$ cat src/rtl/fp_pkg.sv
// Shared float-datapath constants and the converter state encoding.
package fp_pkg;

  localparam int FP_BIAS   = 127;
  localparam int FP_EXP_W  = 8;
  localparam int FP_MANT_W = 23;

  typedef enum logic [1:0] {
    IDLE,
    ABS,
    NORM,
    ROUND
  } state_t;

endpackage

$ cat src/rtl/lead_one32.sv
// Combinational leading-one detector: position of the most significant set bit.
module lead_one32 (
  input  logic [31:0] data_in,
  output logic [4:0]  pos,
  output logic        valid
);

  // Ascending scan so the highest set bit is the last one to write pos.
  always_comb begin
    pos   = '0;
    valid = 1'b0;
    for (int i = 0; i < 32; i++) begin
      if (data_in[i]) begin
        pos   = i[4:0];
        valid = 1'b1;
      end
    end
  end

endmodule

$ cat src/rtl/int_to_fp.sv
// Multi-cycle signed fixed-point to IEEE-754 single converter, round to nearest even.
module int_to_fp
  import fp_pkg::*;
#(
  parameter int FRAC_BITS = 0
) (
  input  logic        clk,
  input  logic        reset,
  input  logic        start,
  input  logic [31:0] dataa,
  output logic [31:0] result,
  output logic        done,
  output logic        busy
);

  state_t      state;
  logic [31:0] data_q;
  logic        sign_q;
  logic        zero_q;
  logic [32:0] mag_q;
  logic [31:0] norm_q;
  logic [8:0]  exp_pre_q;

  logic [4:0]  lz_pos;
  logic        lz_valid;

  logic [23:0] mant24;
  logic        round_up;
  logic [24:0] sum;
  logic [8:0]  exp_fin;
  logic [FP_MANT_W-1:0] frac;
  logic        unused_bits;

  lead_one32 u_lead_one (
    .data_in (mag_q[31:0]),
    .pos     (lz_pos),
    .valid   (lz_valid)
  );

  // Rounding of the normalised magnitude; a carry out means the mantissa wrapped to 1.0.
  always_comb begin
    mant24   = norm_q[31:8];
    round_up = norm_q[7] & ((|norm_q[6:0]) | norm_q[8]);
    sum      = {1'b0, mant24} + {24'd0, round_up};
    exp_fin  = exp_pre_q;
    frac     = sum[FP_MANT_W-1:0];
    if (sum[24]) begin
      exp_fin = exp_pre_q + 9'd1;
      frac    = '0;
    end
  end

  assign unused_bits = ^{mag_q[32], lz_valid, sum[23], exp_fin[8]};

  always_ff @(posedge clk) begin
    if (reset) begin
      state     <= IDLE;
      data_q    <= '0;
      sign_q    <= 1'b0;
      zero_q    <= 1'b0;
      mag_q     <= '0;
      norm_q    <= '0;
      exp_pre_q <= '0;
      result    <= '0;
      done      <= 1'b0;
      busy      <= 1'b0;
    end else begin
      case (state)
        IDLE: begin
          if (start) begin
            data_q <= dataa;
            done   <= 1'b0;
            busy   <= 1'b1;
            state  <= ABS;
          end
        end
        ABS: begin
          sign_q <= data_q[31];
          zero_q <= (data_q == 32'd0);
          mag_q  <= data_q[31] ? (33'd0 - {data_q[31], data_q}) : {1'b0, data_q};
          state  <= NORM;
        end
        NORM: begin
          norm_q    <= mag_q[31:0] << (5'd31 - lz_pos);
          exp_pre_q <= 9'(FP_BIAS) + 9'(lz_pos) - 9'(FRAC_BITS);
          state     <= ROUND;
        end
        ROUND: begin
          result <= zero_q ? 32'd0 : {sign_q, exp_fin[FP_EXP_W-1:0], frac};
          done   <= 1'b1;
          busy   <= 1'b0;
          state  <= IDLE;
        end
        default: state <= IDLE;
      endcase
    end
  end

endmodule

$ cat config.mk
export PLATFORM = sky130hd
export DESIGN_NAME = int_to_fp
export DESIGN_NICKNAME = d
export VERILOG_FILES = /design/src/rtl/fp_pkg.sv /design/src/rtl/lead_one32.sv /design/src/rtl/int_to_fp.sv
export SDC_FILE = /design/constraint.sdc
export NUM_CORES = 1
export LEC_CHECK = 0
export ABC_AREA = 1
export CORE_UTILIZATION = 40
export CTS_BUF_LIST = sky130_fd_sc_hd__clkbuf_4 sky130_fd_sc_hd__clkbuf_8 sky130_fd_sc_hd__clkbuf_16
export DETAILED_ROUTE_END_ITERATION = 8
export PLACE_DENSITY = 0.65
export SLEW_MARGIN = 30
export SYNTH_ARGS = -nofsm -noshare
export SYNTH_HDL_FRONTEND = slang
export SYNTH_SLANG_ARGS = --single-unit
$ cat constraint.sdc
create_clock -name clk -period 8.46 [get_ports clk]
set_input_delay 1.269 -clock clk [delete_from_list [all_inputs] [get_ports clk]]
set_output_delay 1.269 -clock clk [all_outputs]
set_load 0.05 [all_outputs]
==> impl_metrics.env, run 1 <==
export IMPL_outcome="completed"
export IMPL_grt_overflow_total=0
export IMPL_slew_violations=0
export IMPL_wire_per_inst_um=13.9
export IMPL_postRouteAntennaNets=0
export IMPL_place_congestion=0.874
export IMPL_setup_ws_ns=4.58
export IMPL_finalHoldViolCount=0
export IMPL_start_kind="flip-flop"
export IMPL_path_clk_slew_ns=0.07
export IMPL_crit_path_cell_trace="a211oi_1 -> o311ai_1 -> nand3_1 -> nand3_1 -> nand3_1 -> nand3_1 -> nand3_1 -> nand3_1 -> nand2_1 -> nand2_1 -> nand2_1 -> a31oi_2 -> buf_4 -> clkinv_1 -> nand3_1 -> nand3_1 -> nand2_1 -> nand2_1 -> nand3_1 -> a21oi_1"
export IMPL_critPathMostFrequentCell="nand3_1"
export IMPL_rr_worst_depth=20
export IMPL_numClockSinks=142
export IMPL_drv_cap=0
export IMPL_cts_max_level=4
export IMPL_layout_common_cells="nand2_1, nand3_1, dfxtp_1"
export IMPL_io_buffers=68
export IMPL_crit_fanout=33
export IMPL_cpPeakStageDelay_ns=0.81
export IMPL_cts_root_buffer="clkbuf_16"
export IMPL_cp_required_ns=8.74
export IMPL_skew_ns=0.0151
export IMPL_relSlewSlack_pct=37.4
export IMPL_synth_nets=1348
export IMPL_ioPinCount=69
export IMPL_final_common_cell="nand2_1"
export IMPL_min_path_cells=2
export IMPL_tns_ns=0
export IMPL_post_cts_resized=0
export IMPL_rsz0062_at_grt="no"
export IMPL_r2r_setup_slack_ns=4.58
export IMPL_drive_above_1_share_pct=6.09
export IMPL_hp_class="reg -> reg"
export IMPL_antenna_cells=0
export IMPL_die_w_um=146
export IMPL_final_util_pct=47.9
export IMPL_post_cts_buffers=0
export IMPL_initial_utilization_pct=41.0
export IMPL_cts_hold_buffers=0
export IMPL_synth_cells=1305
export IMPL_yosysSeqAreaShare_pct=34.2
export IMPL_drtIter0Drc=563
export IMPL_design_core_area_um2=20300
export IMPL_worstMarginPinSlew_ns=0.934
export IMPL_drt_pass1_iterations=7
export IMPL_yosysWarnings=0
export IMPL_cts_buffers=17
export IMPL_syn_area_per_cell_um2=6.37
export IMPL_viasPerCell=5.29
export IMPL_worst_skew_pair_late_latency_ns=0.43
export IMPL_synth_seq_cells=142
export IMPL_dp_hpwl_um=15800
export IMPL_grt_use_total_pct=21.4
export IMPL_dieArea_um2=21400
export IMPL_totalWireLength_um=22500
export IMPL_die_h_um=146
export IMPL_grt_pass1_vias=7627
export IMPL_hold_end="result[23]$_SDFFE_PP0P_"
export IMPL_r2r_end="norm_q[22]$_SDFFE_PP0P_"
export IMPL_r2r_start="mag_q[5]$_SDFFE_PP0N_"
export IMPL_cts_buffer_depth=2
export IMPL_crit_family="simple AND/OR/NAND/NOR gates"
export IMPL_num_rows=52
export IMPL_syn_to_final_growth_pct=16.9
export IMPL_num_vias=8553
export IMPL_grt_pass1_wl_um=37400
export IMPL_critPathBufInv=2
export IMPL_endpoint_kind="flip-flop"
export IMPL_ys_types=51
export IMPL_cts_tree="built"
export IMPL_min_delay_start="result[23]$_SDFFE_PP0P_"
export IMPL_antenna_found_initial=0
export IMPL_n_fill_cell=2135
export IMPL_fin_crit_ns=3.88
export IMPL_netlist_area_um2=8320
export IMPL_setup_viol=0
export IMPL_drcViolationCount=0
export IMPL_place_ws_ns=4.83
export IMPL_fin_crit_sh_pct=45.9
export IMPL_cp_arrival_ns=4.16
export IMPL_fmax_ghz=0.258
export IMPL_grt_max_degree=73
export IMPL_fin_nets=1376
export IMPL_critPathSlowestCell="clkinv_1"
export IMPL_path_class="reg -> reg"
==> synth_stat cells, drive strengths merged <==
cell / number / share of area (%)
ha: 8 / 1.2
a211o: 1 / 0.11
or4: 1 / 0.090
buf: 11 / 0.86
dfxtp: 142 / 34
a22oi: 2 / 0.18
a221oi: 1 / 0.11
a31oi: 3 / 0.23
a211oi: 1 / 0.090
o21ai: 79 / 4.8
xnor2: 2 / 0.21
o21bai: 1 / 0.090
o221ai: 16 / 1.7
nor4: 6 / 0.45
a21o: 1 / 0.090
a2bb2oi: 3 / 0.32
clkbuf: 59 / 2.7
a32oi: 1 / 0.11
o21a: 1 / 0.090
o41a: 1 / 0.14
nand3b: 3 / 0.27
or2: 6 / 0.45
a21boi: 1 / 0.090
xor2: 13 / 1.4
nor3: 21 / 1.6
nand2: 281 / 13
o311ai: 2 / 0.21
inv: 146 / 6.6
o211ai: 7 / 0.63
or3: 1 / 0.075
a31o: 1 / 0.11
nand4: 15 / 1.3
clkinv: 5 / 0.23
o31ai: 3 / 0.33
o41ai: 1 / 0.11
nand3: 239 / 15
a21oi: 94 / 5.7
nor2: 126 / 5.9
==> layout make-up <==
type	count	area, um^2	share of cell area, %
tap	270	338	3.47
timing repair buffer	79	758	7.80
inverter	151	567	5.83
clock inverter	15	168	1.72
sequential	142	2840	29.2
multi-input combinational	942	4620	47.6
clock buffer	17	425	4.38
==> metal layers <==
metal	part of all wire [%]	routed length [um]	track usage, %	vias up
li1	-	-	-	4389
met1	47	10500	27.6	3880
met2	46	10400	35.4	244
met3	4.3	976	4.03	40
met4	2.7	599	8.33	0
met5	0	0	0	-
==> metrics by stage <==
step,hold WS [ns],cell area (um^2),cells
final,0.464,9720,1616
after global placement,0.452,9130,1584
after floorplan,0.437,8320,1305
after CTS,0.466,9720,1616
after global routing,0.486,9720,1616
after detailed placement,0.455,9130,1584
==> flip-flops by register name (all words and copies together) (netlist names) <==
signal	cells
norm_q	32
busy	1
done	1
exp_pre_q	8
sign_q	1
zero_q	1
result	32
state	2
data_q	32
mag_q	32
==> tightest hold or removal path, cell delays in order (launching register included) <==
cell	delay, ns
dfxtp_1	0.31
nand2_1	0.06
a21oi_1	0.05
==> worst max-delay path by stage <==
stage / cells past startpoint / from / endpoint
after floorplan: 25 / norm_q[8]$_SDFFE_PP0P_ / result[30]$_SDFFE_PP0P_
after global placement: 13 / mag_q[8]$_SDFFE_PP0N_ / norm_q[23]$_SDFFE_PP0P_
after detailed placement: 13 / mag_q[8]$_SDFFE_PP0N_ / norm_q[23]$_SDFFE_PP0P_
after CTS: 13 / mag_q[8]$_SDFFE_PP0N_ / norm_q[23]$_SDFFE_PP0P_
after global routing: 21 / mag_q[5]$_SDFFE_PP0N_ / norm_q[24]$_SDFFE_PP0P_
final: 20 / mag_q[5]$_SDFFE_PP0N_ / norm_q[22]$_SDFFE_PP0P_
==> kinds of logic (layout without fill, tap and decap cells) <==
family | after synthesis | after routing | share of synthesized area [%]
buf+inv | 221 | 262 | 10.3
fa+ha+maj | 8 | 8 | 1.20
compound gates | 220 | 220 | 15.1
xor+xnor | 15 | 15 | 1.58
simple gates | 699 | 699 | 37.6
flops | 142 | 142 | 34.2
Power of run 1 is not shown: default switching activity piles up to over one toggle a cycle in this logic, so the estimate is an artifact.
==> run 2, diff against run 1 <==
PLACE_DENSITY = 0.67   (was 0.65)
clock period = 3.3 ns   (was 8.46 ns; I/O delays follow)
==> impl_metrics.env, run 2 (synthesis gave the netlist of run 1 again) <==
export IMPL_grt_max_degree=72
export IMPL_cts_tree="built"
export IMPL_r2r_start="norm_q[8]$_SDFFE_PP0P_"
export IMPL_grt_use_total_pct=21.0
export IMPL_numClockSinks=142
export IMPL_cp_arrival_ns=3.42
export IMPL_r2r_setup_slack_ns=0.16
export IMPL_ioPinCount=69
export IMPL_wire_per_inst_um=14.6
export IMPL_hp_class="reg -> reg"
export IMPL_drcViolationCount=0
export IMPL_die_w_um=146
export IMPL_dieArea_um2=21400
export IMPL_fmax_ghz=0.319
export IMPL_relSlewSlack_pct=50.2
export IMPL_postRouteAntennaNets=0
export IMPL_drtIter0Drc=670
export IMPL_setup_worst_path_start="norm_q[8]$_SDFFE_PP0P_"
export IMPL_crit_fanout=5
export IMPL_viasPerCell=5.43
export IMPL_antenna_found_initial=0
export IMPL_fin_crit_sh_pct=95.0
export IMPL_design_core_area_um2=20300
export IMPL_die_h_um=146
export IMPL_top_layer_used="met4"
export IMPL_setup_viol=0
export IMPL_drt_pass1_iterations=8
export IMPL_cts_buffer_depth=2
export IMPL_cts_buffers=17
export IMPL_fin_crit_ns=3.14
export IMPL_path_class="reg -> reg"
export IMPL_crit_end="result[30]$_SDFFE_PP0P_"
export IMPL_rr_worst_depth=25
export IMPL_cts_root_buffer="clkbuf_16"
export IMPL_endpoint_kind="flip-flop"
export IMPL_fin_nets=1418
export IMPL_n_fill_cell=1979
export IMPL_path_clk_slew_ns=0.07
export IMPL_worstMarginPinSlew_ns=0.746
export IMPL_start_kind="flip-flop"
export IMPL_grt_overflow_total=0
export IMPL_worst_skew_pair_late_latency_ns=0.43
export IMPL_r2r_end="result[30]$_SDFFE_PP0P_"
export IMPL_drive_above_1_share_pct=18.6
export IMPL_cts_hold_buffers=0
export IMPL_grt_pass1_vias=7674
export IMPL_initial_utilization_pct=41.0
export IMPL_rsz0062_at_grt="yes"
export IMPL_wl_met3_um=1440
export IMPL_num_vias=8999
export IMPL_cts_max_level=4
export IMPL_totalWireLength_um=24200
export IMPL_drv_cap=0
export IMPL_slew_violations=0
export IMPL_finalHoldViolCount=0
export IMPL_skew_ns=0.0100
export IMPL_num_rows=52
export IMPL_wirelength_met1_um=10400
export IMPL_final_common_cell="nand2_1"
export IMPL_place_congestion=0.930
export IMPL_met2_length_um=11400
export IMPL_layout_common_cells="nand2_1, nand3_1, dfxtp_1"
export IMPL_antenna_cells=0
export IMPL_cp_required_ns=3.59
export IMPL_outcome="completed"
export IMPL_whs_ns=0.462
export IMPL_grt_pass1_wl_um=37100
export IMPL_syn_to_final_growth_pct=31.4
export IMPL_io_buffers=68
export IMPL_dp_hpwl_um=15600
==> run 2: changes by cell type in the layout (fill, tap and decap cells not counted), moves of 5 or more <==
cell and change:
o21ai_0 -6, buf_4 +27, nand2_1 -22, nand3_1 -89, nand3_2 +86, nand2_2 +15
nand2_8 +6, nand2_4 +5
==> run 2: worst max-delay path: stages (launching register included) <==
cell	delay (ns)
dfxtp_2	0.34
nand2_2	0.06
inv_2	0.07
ha_4	0.13
nand4_1	0.14
nor2_1	0.16
nand2_1	0.10
nor3_2	0.10
inv_1	0.07
nor2_1	0.08
inv_1	0.06
nor3_2	0.13
inv_2	0.07
nor2_4	0.11
nand4_4	0.11
nor2_4	0.17
nand3_2	0.10
nor2_2	0.13
inv_2	0.05
nor2_4	0.18
nand4_4	0.12
nor2_4	0.15
nand3_2	0.08
o21ai_1	0.14
a21o_1	0.09
a21oi_1	0.05
==> run 2: metrics by stage <==
step / utilization (%) / setup slack [ns] / setup TNS [ns] / cells / cell area, um^2
2_1_floorplan: - / 0.452 / 0 / 1305 / 8320
3_3_place_gp: 45.6 / 0.181 / 0 / 1598 / 9260
3_5_place_dp: 45.6 / 0.100 / 0 / 1598 / 9260
4_1_cts: 48.5 / 0.0915 / 0 / 1630 / 9850
5_1_grt: 53.8 / -0.163 / -0.965 / 1658 / 10900
6_report: 53.8 / 0.164 / 0 / 1658 / 10900
==> run 2: timing repair <==
item | 4_1_cts | 5_1_grt
endpoints found under the setup margin | 0 | 61
gates resized for setup | 0 | 173
buffers inserted | 0 | 20
==> run 2: cell type report <==
cell class	instances	area (um^2)	area share [%]
Tap cell	270	338	3.09
Timing Repair Buffer	117	1160	10.7
Multi-Input combinational cell	946	5400	49.5
Clock buffer	17	425	3.89
Sequential cell	142	2850	26.1
Clock inverter	15	170	1.56
Inverter	151	571	5.22
==> run 2: layer usage <==
metal,track usage (%),vias to the layer above
met5,0,-
met4,7.50,0
met3,3.25,84
met2,35.0,318
met1,27.4,4107
li1,-,4490
==> run 2: worst min-delay path by stage <==
| stage | endpoint | slack (ns) | cells past startpoint | startpoint |
|---|---|---|---|---|
| after CTS | norm_q[3]$_SDFFE_PP0P_ | 0.46 | 2 | norm_q[3]$_SDFFE_PP0P_ |
| final | norm_q[2]$_SDFFE_PP0P_ | 0.46 | 2 | norm_q[2]$_SDFFE_PP0P_ |
| after global routing | result[4]$_SDFFE_PP0P_ | 0.48 | 2 | result[4]$_SDFFE_PP0P_ |
| after global placement | norm_q[2]$_SDFFE_PP0P_ | 0.45 | 2 | norm_q[2]$_SDFFE_PP0P_ |
| after detailed placement | norm_q[3]$_SDFFE_PP0P_ | 0.45 | 2 | norm_q[3]$_SDFFE_PP0P_ |
| after floorplan | result[31]$_SDFFE_PP0P_ | 0.44 | 2 | sign_q$_SDFFE_PP0N_ |
Power of run 2 is left out for the same reason.
==> run 3, diff against run 2 <==
ABC_AREA = unset   (was 1)
ABC_CLOCK_PERIOD_IN_PS = 3300   (was unset)
==> impl_metrics.env, run 3 <==
export IMPL_crit_fanout=4
export IMPL_yosysTopAreaCell="dfxtp_1"
export IMPL_regArea_um2=2840
export IMPL_power_clock_fraction_pct=16.9
export IMPL_design_core_area_um2=19500
export IMPL_antenna_found_initial=0
export IMPL_synth_area_top_cells="dfxtp_1, mux2i_1, nor2_1"
export IMPL_yosysWarnings=0
export IMPL_fin_crit_ns=3.18
export IMPL_cts_max_level=4
export IMPL_rsz0062_at_grt="no"
export IMPL_skew_ns=0.0118
export IMPL_totalWireLength_um=20800
export IMPL_fin_nets=1095
export IMPL_multi_input_area_um2=4830
export IMPL_synth_cells=987
export IMPL_endpoint_kind="flip-flop"
export IMPL_synth_ff_type="dfxtp_1"
export IMPL_p_per_area_nw_per_um2=1230
export IMPL_power_frac_comb_pct=61.2
export IMPL_worst_skew_pair_late_latency_ns=0.43
export IMPL_synth_nets=1030
export IMPL_hp_class="in -> reg"
export IMPL_fin_crit_sh_pct=96.4
export IMPL_io_buffers=68
export IMPL_grt_use_total_pct=21.5
export IMPL_cpPeakStageDelay_ns=0.54
export IMPL_drcViolationCount=0
export IMPL_ioPinCount=69
export IMPL_setup_ws_ns=0.119
export IMPL_critPathBufInv=0
export IMPL_syn_area_per_cell_um2=8.10
export IMPL_grt_pass1_vias=7043
export IMPL_place_ws_ns=0.0619
export IMPL_wire_per_inst_um=15.7
export IMPL_critPathMostFrequentCell="or4_4"
export IMPL_netlist_area_um2=7990
export IMPL_drt_pass1_iterations=6
export IMPL_viasPerCell=5.48
export IMPL_num_vias=7275
export IMPL_critPathSlowestCell="or4_4"
export IMPL_dp_hpwl_um=15300
export IMPL_die_w_um=143
export IMPL_numClockSinks=142
export IMPL_crit_path_cell_trace="or4_4 -> or3_4 -> or3_2 -> or4_4 -> or4_1 -> o21ai_1 -> xor2_1 -> a211oi_1"
export IMPL_p_switching_mw=5.53
export IMPL_power_leakage_nw=3.65
export IMPL_postRouteAntennaNets=0
export IMPL_cts_tree="built"
export IMPL_grt_max_degree=74
export IMPL_ys_types=68
export IMPL_intPower_mw=6.41
export IMPL_finalHoldViolCount=0
export IMPL_outcome="completed"
export IMPL_synth_edf_count=0
export IMPL_fmax_ghz=0.314
export IMPL_synthTopCellsByCount="dfxtp_1, nor2_1, nand2_1"
export IMPL_grt_pass1_wl_um=34900
export IMPL_cp_required_ns=3.63
export IMPL_path_class="reg -> reg"
export IMPL_vdd_drop_max_mv=0.708
export IMPL_initial_utilization_pct=40.9
export IMPL_setup_viol=0
export IMPL_num_rows=51
export IMPL_crit_family="simple AND/OR/NAND/NOR gates"
export IMPL_die_h_um=143
export IMPL_cts_buffers=17
export IMPL_fin_total_pwr_mw=11.9
export IMPL_async_flop_share_pct=0
export IMPL_dieArea_um2=20500
export IMPL_synth_seq_cells=142
export IMPL_path_clk_slew_ns=0.06
export IMPL_synthMostInstantiatedCell="dfxtp_1"
export IMPL_cts_root_buffer="clkbuf_16"
export IMPL_worstMarginPinSlew_ns=0.800
export IMPL_seqPwrFrac_pct=21.9
export IMPL_n_fill_cell=1913
export IMPL_drive_above_1_share_pct=10.5
export IMPL_yosysSeqAreaShare_pct=35.6
export IMPL_cp_arrival_ns=3.51
export IMPL_layout_common_cells="dfxtp_1, nor2_1, nand2_1"
export IMPL_relSlewSlack_pct=46.7
export IMPL_syn_to_final_growth_pct=21.8
export IMPL_cts_buffer_depth=2
export IMPL_grt_overflow_total=0
export IMPL_yosys_area_top_type_share_pct=35.6
export IMPL_final_common_cell="dfxtp_1"
export IMPL_place_congestion=0.910
export IMPL_p_sw_share_pct=46.3
export IMPL_drv_cap=0
export IMPL_antenna_cells=0
export IMPL_drtIter0Drc=431
export IMPL_start_kind="flip-flop"
export IMPL_tns_ns=0
export IMPL_slew_violations=0
run 3: power by group through the flow:
stage	clock, mW	combinational (mW)	sequential (mW)
global placement	0	7.18	2.62
finish	2.02	7.31	2.61
global route	2.14	8.00	2.68
floorplan	0	5.25	2.52
detailed placement	0	7.21	2.64
CTS	2.06	7.24	2.61
run 3: per-layer routing:
metal / GRT usage [%] / routed length (um) / vias to the layer above
met3: 3.97 / 801 / 44
met5: 0 / 0 / -
met2: 35.5 / 9620 / 180
li1: - / - / 3696
met4: 10.0 / 665 / 0
met1: 27.2 / 9710 / 3355
run 3: worst paths after layout:
| path | slack (ns) | start | to | cells past startpoint |
|---|---|---|---|---|
| max | 0.12 | data_q[6]$_SDFFE_PP0P_ | mag_q[29]$_SDFFE_PP0N_ | 8 |
| min | 0.42 | reset | result[20]$_SDFFE_PP0P_ | 2 |
| max reg2reg | 0.12 | data_q[6]$_SDFFE_PP0P_ | mag_q[29]$_SDFFE_PP0N_ | 8 |
| min reg2reg | 0.46 | result[31]$_SDFFE_PP0P_ | result[31]$_SDFFE_PP0P_ | 2 |
run 3: area by class of cell:
class / instances / share of cell area (%)
repair buffers: 112 / 10.5
clock buffers: 20 / 4.73
multi-input cells: 758 / 49.7
inverters: 21 / 0.810
well taps: 265 / 3.41
flip-flops and latches: 142 / 29.2
clock inverters: 10 / 1.66
run 3: logic make-up after synthesis:
family | after synthesis | share of synthesized area (%)
simple gates | 366 | 21.2
flops | 142 | 35.6
compound gates | 251 | 21.7
mux | 75 | 9.76
xor+xnor | 58 | 6.36
buf+inv | 87 | 4.15
fa+ha+maj | 8 | 1.25
run 3: repair_timing:
item                                    4_1_cts  5_1_grt
hold buffers                                  0        0
resized for setup                             0        2
setup buffers                                 0        0
endpoints found under the setup margin        0        2
run 3: through the flow:
| stage | utilization [%] | std cells | cell area (um^2) | hold WS, ns |
|---|---|---|---|---|
| 2_1_floorplan | - | 987 | 7990 | 0.436 |
| 6_report | 49.8 | 1328 | 9730 | 0.425 |
| 3_5_place_dp | 46.6 | 1298 | 9100 | 0.454 |
| 3_3_place_gp | 46.6 | 1298 | 9100 | 0.448 |
| 4_1_cts | 49.8 | 1328 | 9720 | 0.408 |
| 5_1_grt | 49.8 | 1328 | 9730 | 0.428 |
(Power assumes the default switching activity.)
